`src/rtl/dap_cmd_dispatcher_pkg.sv`:
```
// Shared state encoding and constants for the DAP command dispatcher and its ID matcher.
package dap_cmd_dispatcher_pkg;

    typedef enum logic [2:0] {
        ST_IDLE   = 3'd0,
        ST_RUN    = 3'd1,
        ST_DRAIN  = 3'd2,
        ST_ERR_WR = 3'd3,
        ST_RESP   = 3'd4
    } disp_state_t;

    localparam int          DEF_CMD_NUM   = 8;
    localparam logic [63:0] DEF_CMD_IDS   = {8'h07, 8'h06, 8'h05, 8'h04,
                                             8'h03, 8'h02, 8'h01, 8'h00};
    localparam logic [7:0]  ERR_RESP_BYTE = 8'hFF;

    // Bits needed for a counter that runs from 0 to limit-1.
    function automatic int cnt_width(input int limit);
        return (limit > 1) ? $clog2(limit) : 1;
    endfunction

endpackage

```
`src/rtl/dap_cmd_id_match.sv`:
```
// Compares a peeked command byte against every engine ID and picks the lowest-index match.
module dap_cmd_id_match
    import dap_cmd_dispatcher_pkg::*;
#(
    parameter int                   CMD_NUM = DEF_CMD_NUM,
    parameter logic [CMD_NUM*8-1:0] CMD_IDS = DEF_CMD_IDS
) (
    input  logic [7:0]         cmd_id,
    output logic               hit,
    output logic [CMD_NUM-1:0] sel
);

    localparam logic [CMD_NUM-1:0] LSB_ONE = CMD_NUM'(1'b1);

    logic [CMD_NUM-1:0] match_s;

    // Per-engine ID compare.
    always_comb begin
        for (int i = 0; i < CMD_NUM; i++) begin
            match_s[i] = (cmd_id == CMD_IDS[i*8 +: 8]);
        end
    end

    // Isolating the lowest set bit resolves duplicate IDs to the lowest engine index.
    assign sel = match_s & (~match_s + LSB_ONE);
    assign hit = |match_s;

endmodule

```
`src/rtl/dap_cmd_dispatcher.sv`:
```
// Dispatches request packets to DAP command engines, muxes their stream/RAM ports,
// and reports the response length (or a 1-byte 0xFF error response) to the USB side.
module dap_cmd_dispatcher
    import dap_cmd_dispatcher_pkg::*;
#(
    parameter int                   CMD_NUM = DEF_CMD_NUM,
    parameter logic [CMD_NUM*8-1:0] CMD_IDS = DEF_CMD_IDS,
    parameter int                   ADDR_W  = 10,
    parameter int                   TIMEOUT = 6_000_000
) (
    input  logic                      clk,
    input  logic                      resetn,
    input  logic                      dap_in_tvalid,
    input  logic [7:0]                dap_in_tdata,
    input  logic                      dap_in_tlast,
    output logic                      dap_in_tready,
    output logic [CMD_NUM-1:0]        cmd_start,
    input  logic [CMD_NUM-1:0]        cmd_done,
    input  logic [CMD_NUM-1:0]        cmd_tready,
    input  logic [CMD_NUM-1:0]        cmd_ram_we,
    input  logic [CMD_NUM*ADDR_W-1:0] cmd_ram_addr,
    input  logic [CMD_NUM*8-1:0]      cmd_ram_data,
    input  logic [CMD_NUM*ADDR_W-1:0] cmd_packet_len,
    output logic                      ram_write_en,
    output logic [ADDR_W-1:0]         ram_write_addr,
    output logic [7:0]                ram_write_data,
    output logic                      resp_valid,
    output logic [ADDR_W-1:0]         resp_len,
    input  logic                      resp_ready,
    output logic                      busy,
    output logic                      err_unknown,
    output logic                      err_timeout
);

    localparam int                 CNT_W    = cnt_width(TIMEOUT);
    localparam logic [CNT_W-1:0]   CNT_LAST = CNT_W'(TIMEOUT - 1);
    localparam logic [CNT_W-1:0]   CNT_ONE  = CNT_W'(1'b1);
    localparam logic [ADDR_W-1:0]  ERR_LEN  = ADDR_W'(1'b1);

    disp_state_t         state_r, state_nxt_s;
    logic [CMD_NUM-1:0]  sel_r, sel_nxt_s;
    logic [CMD_NUM-1:0]  cmd_start_r, cmd_start_nxt_s;
    logic [CNT_W-1:0]    cnt_r, cnt_nxt_s;
    logic                tlast_seen_r, tlast_seen_nxt_s;
    logic [ADDR_W-1:0]   resp_len_r, resp_len_nxt_s;
    logic                resp_valid_r, resp_valid_nxt_s;
    logic                busy_r;
    logic                err_unknown_r, err_unknown_nxt_s;
    logic                err_timeout_r, err_timeout_nxt_s;

    logic                id_hit_s;
    logic [CMD_NUM-1:0]  id_sel_s;
    logic                mux_tready_s;
    logic                mux_we_s;
    logic [ADDR_W-1:0]   mux_addr_s;
    logic [7:0]          mux_data_s;
    logic [ADDR_W-1:0]   mux_len_s;
    logic                done_s;
    logic                beat_s;
    logic                tlast_now_s;

    dap_cmd_id_match #(
        .CMD_NUM (CMD_NUM),
        .CMD_IDS (CMD_IDS)
    ) u_id_match (
        .cmd_id (dap_in_tdata),
        .hit    (id_hit_s),
        .sel    (id_sel_s)
    );

    // One-hot AND-OR muxes over the engine ports, keyed by the latched selection.
    always_comb begin
        mux_tready_s = 1'b0;
        mux_we_s     = 1'b0;
        mux_addr_s   = {ADDR_W{1'b0}};
        mux_data_s   = 8'h00;
        mux_len_s    = {ADDR_W{1'b0}};
        for (int i = 0; i < CMD_NUM; i++) begin
            mux_tready_s = mux_tready_s | (cmd_tready[i] & sel_r[i]);
            mux_we_s     = mux_we_s | (cmd_ram_we[i] & sel_r[i]);
            mux_addr_s   = mux_addr_s | (cmd_ram_addr[i*ADDR_W +: ADDR_W] & {ADDR_W{sel_r[i]}});
            mux_data_s   = mux_data_s | (cmd_ram_data[i*8 +: 8] & {8{sel_r[i]}});
            mux_len_s    = mux_len_s | (cmd_packet_len[i*ADDR_W +: ADDR_W] & {ADDR_W{sel_r[i]}});
        end
    end

    assign done_s      = |(cmd_done & sel_r);
    assign beat_s      = dap_in_tvalid & dap_in_tready;
    assign tlast_now_s = tlast_seen_r | (beat_s & dap_in_tlast);

    // Stream ready and shared RAM port, both driven straight from the current state.
    always_comb begin
        dap_in_tready  = 1'b0;
        ram_write_en   = 1'b0;
        ram_write_addr = {ADDR_W{1'b0}};
        ram_write_data = 8'h00;
        case (state_r)
            ST_RUN: begin
                dap_in_tready  = mux_tready_s;
                ram_write_en   = mux_we_s;
                ram_write_addr = mux_addr_s;
                ram_write_data = mux_data_s;
            end
            ST_DRAIN: begin
                dap_in_tready = 1'b1;
            end
            ST_ERR_WR: begin
                ram_write_en   = 1'b1;
                ram_write_data = ERR_RESP_BYTE;
            end
            default: begin
                dap_in_tready = 1'b0;
            end
        endcase
    end

    // Next-state logic; done takes priority over the timeout in the same cycle.
    always_comb begin
        state_nxt_s       = state_r;
        sel_nxt_s         = sel_r;
        cmd_start_nxt_s   = cmd_start_r;
        cnt_nxt_s         = cnt_r;
        tlast_seen_nxt_s  = tlast_seen_r;
        resp_len_nxt_s    = resp_len_r;
        resp_valid_nxt_s  = resp_valid_r;
        err_unknown_nxt_s = 1'b0;
        err_timeout_nxt_s = 1'b0;
        case (state_r)
            ST_IDLE: begin
                if (dap_in_tvalid) begin
                    tlast_seen_nxt_s = 1'b0;
                    cnt_nxt_s        = {CNT_W{1'b0}};
                    if (id_hit_s) begin
                        sel_nxt_s       = id_sel_s;
                        cmd_start_nxt_s = id_sel_s;
                        state_nxt_s     = ST_RUN;
                    end else begin
                        err_unknown_nxt_s = 1'b1;
                        state_nxt_s       = ST_DRAIN;
                    end
                end else begin
                    state_nxt_s = ST_IDLE;
                end
            end
            ST_RUN: begin
                cnt_nxt_s        = cnt_r + CNT_ONE;
                tlast_seen_nxt_s = tlast_now_s;
                if (done_s) begin
                    cmd_start_nxt_s  = {CMD_NUM{1'b0}};
                    sel_nxt_s        = {CMD_NUM{1'b0}};
                    resp_len_nxt_s   = mux_len_s;
                    resp_valid_nxt_s = 1'b1;
                    state_nxt_s      = ST_RESP;
                end else if (cnt_r == CNT_LAST) begin
                    cmd_start_nxt_s   = {CMD_NUM{1'b0}};
                    sel_nxt_s         = {CMD_NUM{1'b0}};
                    err_timeout_nxt_s = 1'b1;
                    state_nxt_s       = tlast_now_s ? ST_ERR_WR : ST_DRAIN;
                end else begin
                    state_nxt_s = ST_RUN;
                end
            end
            ST_DRAIN: begin
                if (dap_in_tvalid && dap_in_tlast) begin
                    state_nxt_s = ST_ERR_WR;
                end else begin
                    state_nxt_s = ST_DRAIN;
                end
            end
            ST_ERR_WR: begin
                resp_len_nxt_s   = ERR_LEN;
                resp_valid_nxt_s = 1'b1;
                state_nxt_s      = ST_RESP;
            end
            ST_RESP: begin
                if (resp_ready) begin
                    resp_valid_nxt_s = 1'b0;
                    state_nxt_s      = ST_IDLE;
                end else begin
                    state_nxt_s = ST_RESP;
                end
            end
            default: begin
                cmd_start_nxt_s  = {CMD_NUM{1'b0}};
                sel_nxt_s        = {CMD_NUM{1'b0}};
                resp_valid_nxt_s = 1'b0;
                state_nxt_s      = ST_IDLE;
            end
        endcase
    end

    // State register and registered outputs.
    always_ff @(posedge clk or negedge resetn) begin
        if (!resetn) begin
            state_r       <= ST_IDLE;
            sel_r         <= {CMD_NUM{1'b0}};
            cmd_start_r   <= {CMD_NUM{1'b0}};
            cnt_r         <= {CNT_W{1'b0}};
            tlast_seen_r  <= 1'b0;
            resp_len_r    <= {ADDR_W{1'b0}};
            resp_valid_r  <= 1'b0;
            busy_r        <= 1'b0;
            err_unknown_r <= 1'b0;
            err_timeout_r <= 1'b0;
        end else begin
            state_r       <= state_nxt_s;
            sel_r         <= sel_nxt_s;
            cmd_start_r   <= cmd_start_nxt_s;
            cnt_r         <= cnt_nxt_s;
            tlast_seen_r  <= tlast_seen_nxt_s;
            resp_len_r    <= resp_len_nxt_s;
            resp_valid_r  <= resp_valid_nxt_s;
            busy_r        <= (state_nxt_s != ST_IDLE);
            err_unknown_r <= err_unknown_nxt_s;
            err_timeout_r <= err_timeout_nxt_s;
        end
    end

    assign cmd_start   = cmd_start_r;
    assign resp_valid  = resp_valid_r;
    assign resp_len    = resp_len_r;
    assign busy        = busy_r;
    assign err_unknown = err_unknown_r;
    assign err_timeout = err_timeout_r;

endmodule

```
`config.mk`:
```
export PLATFORM = sky130hd
export DESIGN_NAME = dap_cmd_dispatcher
export DESIGN_NICKNAME = d
export VERILOG_FILES = /design/src/rtl/dap_cmd_dispatcher_pkg.sv /design/src/rtl/dap_cmd_id_match.sv /design/src/rtl/dap_cmd_dispatcher.sv
export SDC_FILE = /design/constraint.sdc
export NUM_CORES = 1
export LEC_CHECK = 0
export CORE_AREA = 2 2 118 120
export CTS_CLUSTER_DIAMETER = 120
export CTS_CLUSTER_SIZE = 20
export DETAILED_ROUTE_END_ITERATION = 12
export DIE_AREA = 0 0 120 122
export GPL_TIMING_DRIVEN = 0
export PLACE_DENSITY = 0.7
export SLEW_MARGIN = 5
export SYNTH_ARGS = -nofsm -noshare
export SYNTH_HDL_FRONTEND = slang
export SYNTH_SLANG_ARGS = --single-unit
```
`constraint.sdc`:
```
create_clock -name clk -period 3.31 [get_ports clk]
set_input_delay 0.4965 -clock clk [delete_from_list [all_inputs] [get_ports clk]]
set_output_delay 0.4965 -clock clk [all_outputs]
set_load 0.01 [all_outputs]
```
# Yosys cells after proc, flatten, opt, wreduce, memory -nomap -nowiden

Cells that the tools add are included.

Bits in registers: 49
Input port bits: 261
Output and inout port bits: 42
Logic and storage cells: 157

Add/sub/neg operators: 2
Equality and inequality tests: 17
Multiplexer cells: 32
Bitwise logic cells: 83
Reductions and logical operators: 14

Operator list:

| cell                    | count |
|---|---|
| $and A10 B10 Y10        | 16 |
| $or A10 B10 Y10         | 14 |
| $and A8 B8 Y8           | 10 |
| $or A8 B8 Y8            | 7 |
| $pmux W23 S2            | 1 |
| $eq A8 B3 Y1 const B    | 4 |
| $mux W8                 | 4 |
| $pmux W8 S3             | 1 |
| $add A23 B1 Y23 const B | 1 |
| $eq A23 B23 Y1 const B  | 1 |
| $mux W23                | 1 |
| $mux W10                | 2 |
| $pmux W10 S2            | 1 |
| $and A1 B1 Y1           | 18 |
| $eq A8 B2 Y1 const B    | 2 |
| $pmux W8 S2             | 1 |
| $reduce_or A8 Y1        | 2 |
| $or A1 B1 Y1            | 15 |
| $pmux W3 S5             | 1 |
| $mux W1                 | 11 |
| $mux W3                 | 3 |
| $add A8 B1 Y8 const B   | 1 |
| $eq A8 B1 Y1 const B    | 1 |
| $logic_not A8 Y1        | 1 |
| 19 further kinds        | 29 |

# Logic depth before layout (Yosys ltp)

Word-level depth: 17
Gate-level depth with buffers: 7
Gate-level depth less buffers: 6

# Hierarchy

From an unflattened synthesis, not the netlist that was laid out.

Cell total of the unflattened synthesis: 432
Area total of the unflattened synthesis: 3701.0 sq um

By module, submodules not included:

| module             | times used | cells an instance | area an instance (sq um) | seq. area each (sq um) |
|---|---|---|---|---|
| dap_cmd_dispatcher | 1          | 416               | 3603.5                   | 1226.2 |
| dap_cmd_id_match   | 1          | 16                | 97.6                     | 0.0 |

# Least setup slack after synthesis

OpenSTA, ideal clock, no wires.

Path type: register to register
Start: register cnt_r[7]
End: register cmd_start_r[4], in the netlist cmd_start[4]
Setup time: 125 ps
Data arrival time: 1992 ps
Required time: 3185 ps
Slack: 1193 ps
Cell stages (with the launch flop): 5
Path buffers: 0
Period minus slack after synthesis: 2117 ps
Cells stage by stage: dfrtp_1 > or3_1 > or4_4 > a221oi_4 > mux2_2

Longest elaborated chain between the ends: 3

RTL lines:

| item                        | line                      | source |
|---|---|---|
| start: declaration          | dap_cmd_dispatcher.sv:43  | `logic [CNT_W-1:0] cnt_r, cnt_nxt_s;` |
| start signal: assignment    | dap_cmd_dispatcher.sv:198 | `cnt_r <= {CNT_W{1'b0}};` |
| start signal: assignment    | dap_cmd_dispatcher.sv:209 | `cnt_r <= cnt_nxt_s;` |
| $eq A23 B23 Y1              | dap_cmd_dispatcher.sv:154 | `end else if (cnt_r == CNT_LAST) begin` |
| $ne A3 B3 Y1 (no line)      | -                         |  |
| $reduce_and A4 Y1 (no line) | -                         |  |
| end signal: assignment      | dap_cmd_dispatcher.sv:197 | `cmd_start_r <= {CMD_NUM{1'b0}};` |
| end signal: assignment      | dap_cmd_dispatcher.sv:208 | `cmd_start_r <= cmd_start_nxt_s;` |
| end: declaration            | dap_cmd_dispatcher.sv:42  | `logic [CMD_NUM-1:0] cmd_start_r, cmd_start_nxt_s;` |

Every way passes these cells.
A chain may end at the register's enable or synchronous reset.

==> impl_metrics.yaml <==
global_routing:
  grt_pass1_wl_mm: 32.0
  grt_start_max_net_pins: 35
  grt_use_total_pct: 29.4
  antenna_found_initial: 3
  grt_overflow: 0
  grt_pass1_vias: 5318
yosys:
  syn_inst: 417
  yosysWarnings: 0
  synth_ff_type: "dfrtp_1"
  syn_area_per_cell_sq_um: 8.68
  ys_seq_area_share_pct: 33.9
  async_flop_share_pct: 100
  syn-num-nets: 679
  synth_cell_types: 48
  synth_seq_cells: 49
  syn_area_sq_um: 3620
  synth_edf_count: 0
cells_and_area:
  design_area_sq_um: 7100
  num-fill-cells: 1199
  regArea_sq_um: 1230
  layout_commonest_cell: "clkdlybuf4s50_1"
  fin_util_pct: 52.6
  num-nets-final: 988
  syn2layout_area_growth_pct: 96.1
  multi_input_area_sq_um: 2260
  drive_gt1_share_pct: 4.95
  mostFrequentLayoutCells: "clkdlybuf4s50_1, a22oi_1, dfrtp_1, nand2_1, a22o_1"
hold_path:
  hold_class: "in2async"
setup_path:
  cp-end-kind: "output port"
  cpMaxStageDelayCell: "clkdlybuf4s50_1"
  r2r_end: "busy"
  worstPathArrival_ns: 2.75
  worstReg2RegStart: "cmd_start[0]"
  cp_slowest_stage_delay_ns: 0.60
  startpoint_type: "register"
  cp_cell_sequence: "clkbuf_2 > clkbuf_2 > a22oi_1 > a31oi_2 > clkdlybuf4s50_1"
  critPathKind: "reg2out"
  regToRegSetupSlack_ns: 0.89
  cpMostUsedCell: "clkbuf_2"
  cp_data_required_time_ns: 2.81
  crit_fanout: 10
  ff2ff_path_depth: 5
sta:
  rsz0062_at_grt: "false"
  worst_hold_slack_ns: 0.138
  layout_min_cycle_time_ns: 3.24
  skew_ns: 0.00803
  min_period_over_period_pct: 98.0
  finalWorstSetupSlack_ns: 0.0665
  setup_viol: 0
  slew_headroom_pct: 36.9
  drv_slew: 0
  hold_viol: 0
  max_freq_ghz: 0.308
  tightestPinTransition_ns: 0.940
cts:
  ctsHoldBuffers: 0
  cts-htree-levels: 2
  cts_tree: "yes"
  clock_latency_ns: 0.29
  cts_sinks: 49
  clk_pin_slew_ns: 0.07
  numCtsBuffers: 5
  cts_setup_buffers: 0
  cts_root_buf: "clkbuf_16"
  cts_buffer_depth: 2
detailed_routing:
  firstDrtPassIters: 6
  num_vias: 5266
  drt-total-wl_mm: 22.5
  drt-initial-drc-count: 564
  routedWlPerCell_um: 24.8
  drtAntennaViolNets: 0
  via_per_inst: 5.79
  drc: 0
pwr:
  power_density_nw_per_um2: 345
  leakagePower_nw: 2.60
  peakVddDrop_mv: 0.311
floorplanning:
  start_util_pct: 26.8
  coreArea_sq_um: 13500
  rows: 43
  fp.dieH_um: 122
  pin_count: 303
  die-width_um: 120
  die-area_sq_um: 14600
flow_run:
  cap_viol_max_count: 0
placed_design:
  dp_hpwl_mm: 18.0
  portBuffers: 302
  gp_congestion: 0.985
  dpl_cell_area_sq_um: 6880
  place_ws_ns: -0.160
status:
  status: "finished, final reports clean"
[cells in the mapped netlist, types with 2 or more instances]
cell type,instances,area share (%)
a21oi_1,15,2.1
and2_1,4,0.69
o21ai_0,15,2.1
nand3_1,12,1.7
and4_1,2,0.48
and3_1,5,0.86
a221oi_1,21,5.1
nand2b_1,5,0.86
nand2_1,32,3.3
mux2_2,4,1.2
inv_1,8,0.83
clkbuf_1,32,3.3
nor2_1,17,1.8
or3_1,2,0.35
a31oi_1,21,3.6
nand4_1,14,2.4
a22o_1,30,7.3
a22oi_1,67,14
o22ai_1,5,0.86
mux2i_1,8,2.2
nor3_1,5,0.69
o31ai_1,4,0.83
nor4_1,4,0.69
dfrtp_1,49,34
a222oi_1,9,2.5
or4_1,3,0.62
o211ai_1,3,0.62
[kinds of logic after synthesis]
| logic type | share of synthesized area, % |
|---|---|
| fa+ha+maj | 0.346 |
| compound gates | 41.7 |
| xor+xnor | 0.242 |
| mux | 3.46 |
| flops | 33.9 |
| buf+inv | 4.39 |
| simple gates | 16.0 |
[final cells by class]
class | instances | area share, %
Clock inverter | 3 | 0.652
Multi-Input combinational cell | 326 | 31.8
Sequential cell | 49 | 17.3
Tap cell | 180 | 3.17
Antenna cell | 3 | 0.106
Inverter | 8 | 0.423
Clock buffer | 5 | 1.76
Timing Repair Buffer | 303 | 42.8
Buffer | 33 | 1.99
[stage by stage]
stage	std cells	TNS (ns)	power [W]
floorplan	417	0	0.00117
global placement	899	-0.410	0.00182
detailed placement	900	-0.467	0.00184
CTS	907	0	0.00243
global route	910	0	0.00258
finish	910	0	0.00245
[state kept, by name, indices dropped and copies added, names as in the netlist]
register,flops
resp_valid,1
resp_len,10
err_unknown,1
cmd_start,8
err_timeout,1
tlast_seen_r,1
busy,1
state_r,3
cnt_r,23
[power breakdown]
| part | internal (W) | switching (W) |
|---|---|---|
| registers | 0.000654 | 0.0000446 |
| logic | 0.000600 | 0.000571 |
| clock network | 0.000358 | 0.000225 |
| total | 0.00161 | 0.000840 |
[worst max path at each step]
stage	slack, ns	endpoint	depth (start not counted)	startpoint
5_1_grt	0.002	ram_write_data[4]	5	cmd_start[1]
3_3_place_gp	-0.15	ram_write_addr[5]	5	cmd_start[7]
3_5_place_dp	-0.16	ram_write_addr[5]	5	cmd_start[7]
6_report	0.07	ram_write_addr[5]	5	cmd_start[7]
2_1_floorplan	1.19	cmd_start[4]	4	cnt_r[7]
4_1_cts	0.0006	ram_write_addr[5]	5	cmd_start[7]
[metal layers]
metal / wire (um) / global-route usage, %
met5: 0 / 0
met4: 976 / 13.8
met3: 2250 / 9.27
met2: 10200 / 46.1
met1: 9110 / 36.9
[worst max-delay path: cells and delay by family, from the launching register on]
kind	cells	cell delay, ns
AOI/OAI and AO/OA	2	0.59
buffers and inverters	3	1.34
DFF	1	0.52
[timing repair]
item / CTS / global route
pin swaps: 0 / 0
gates resized for setup: 10 / 10
endpoints found under the setup margin: 15 / 12
Note: power is estimated with default switching activity, not from simulation.
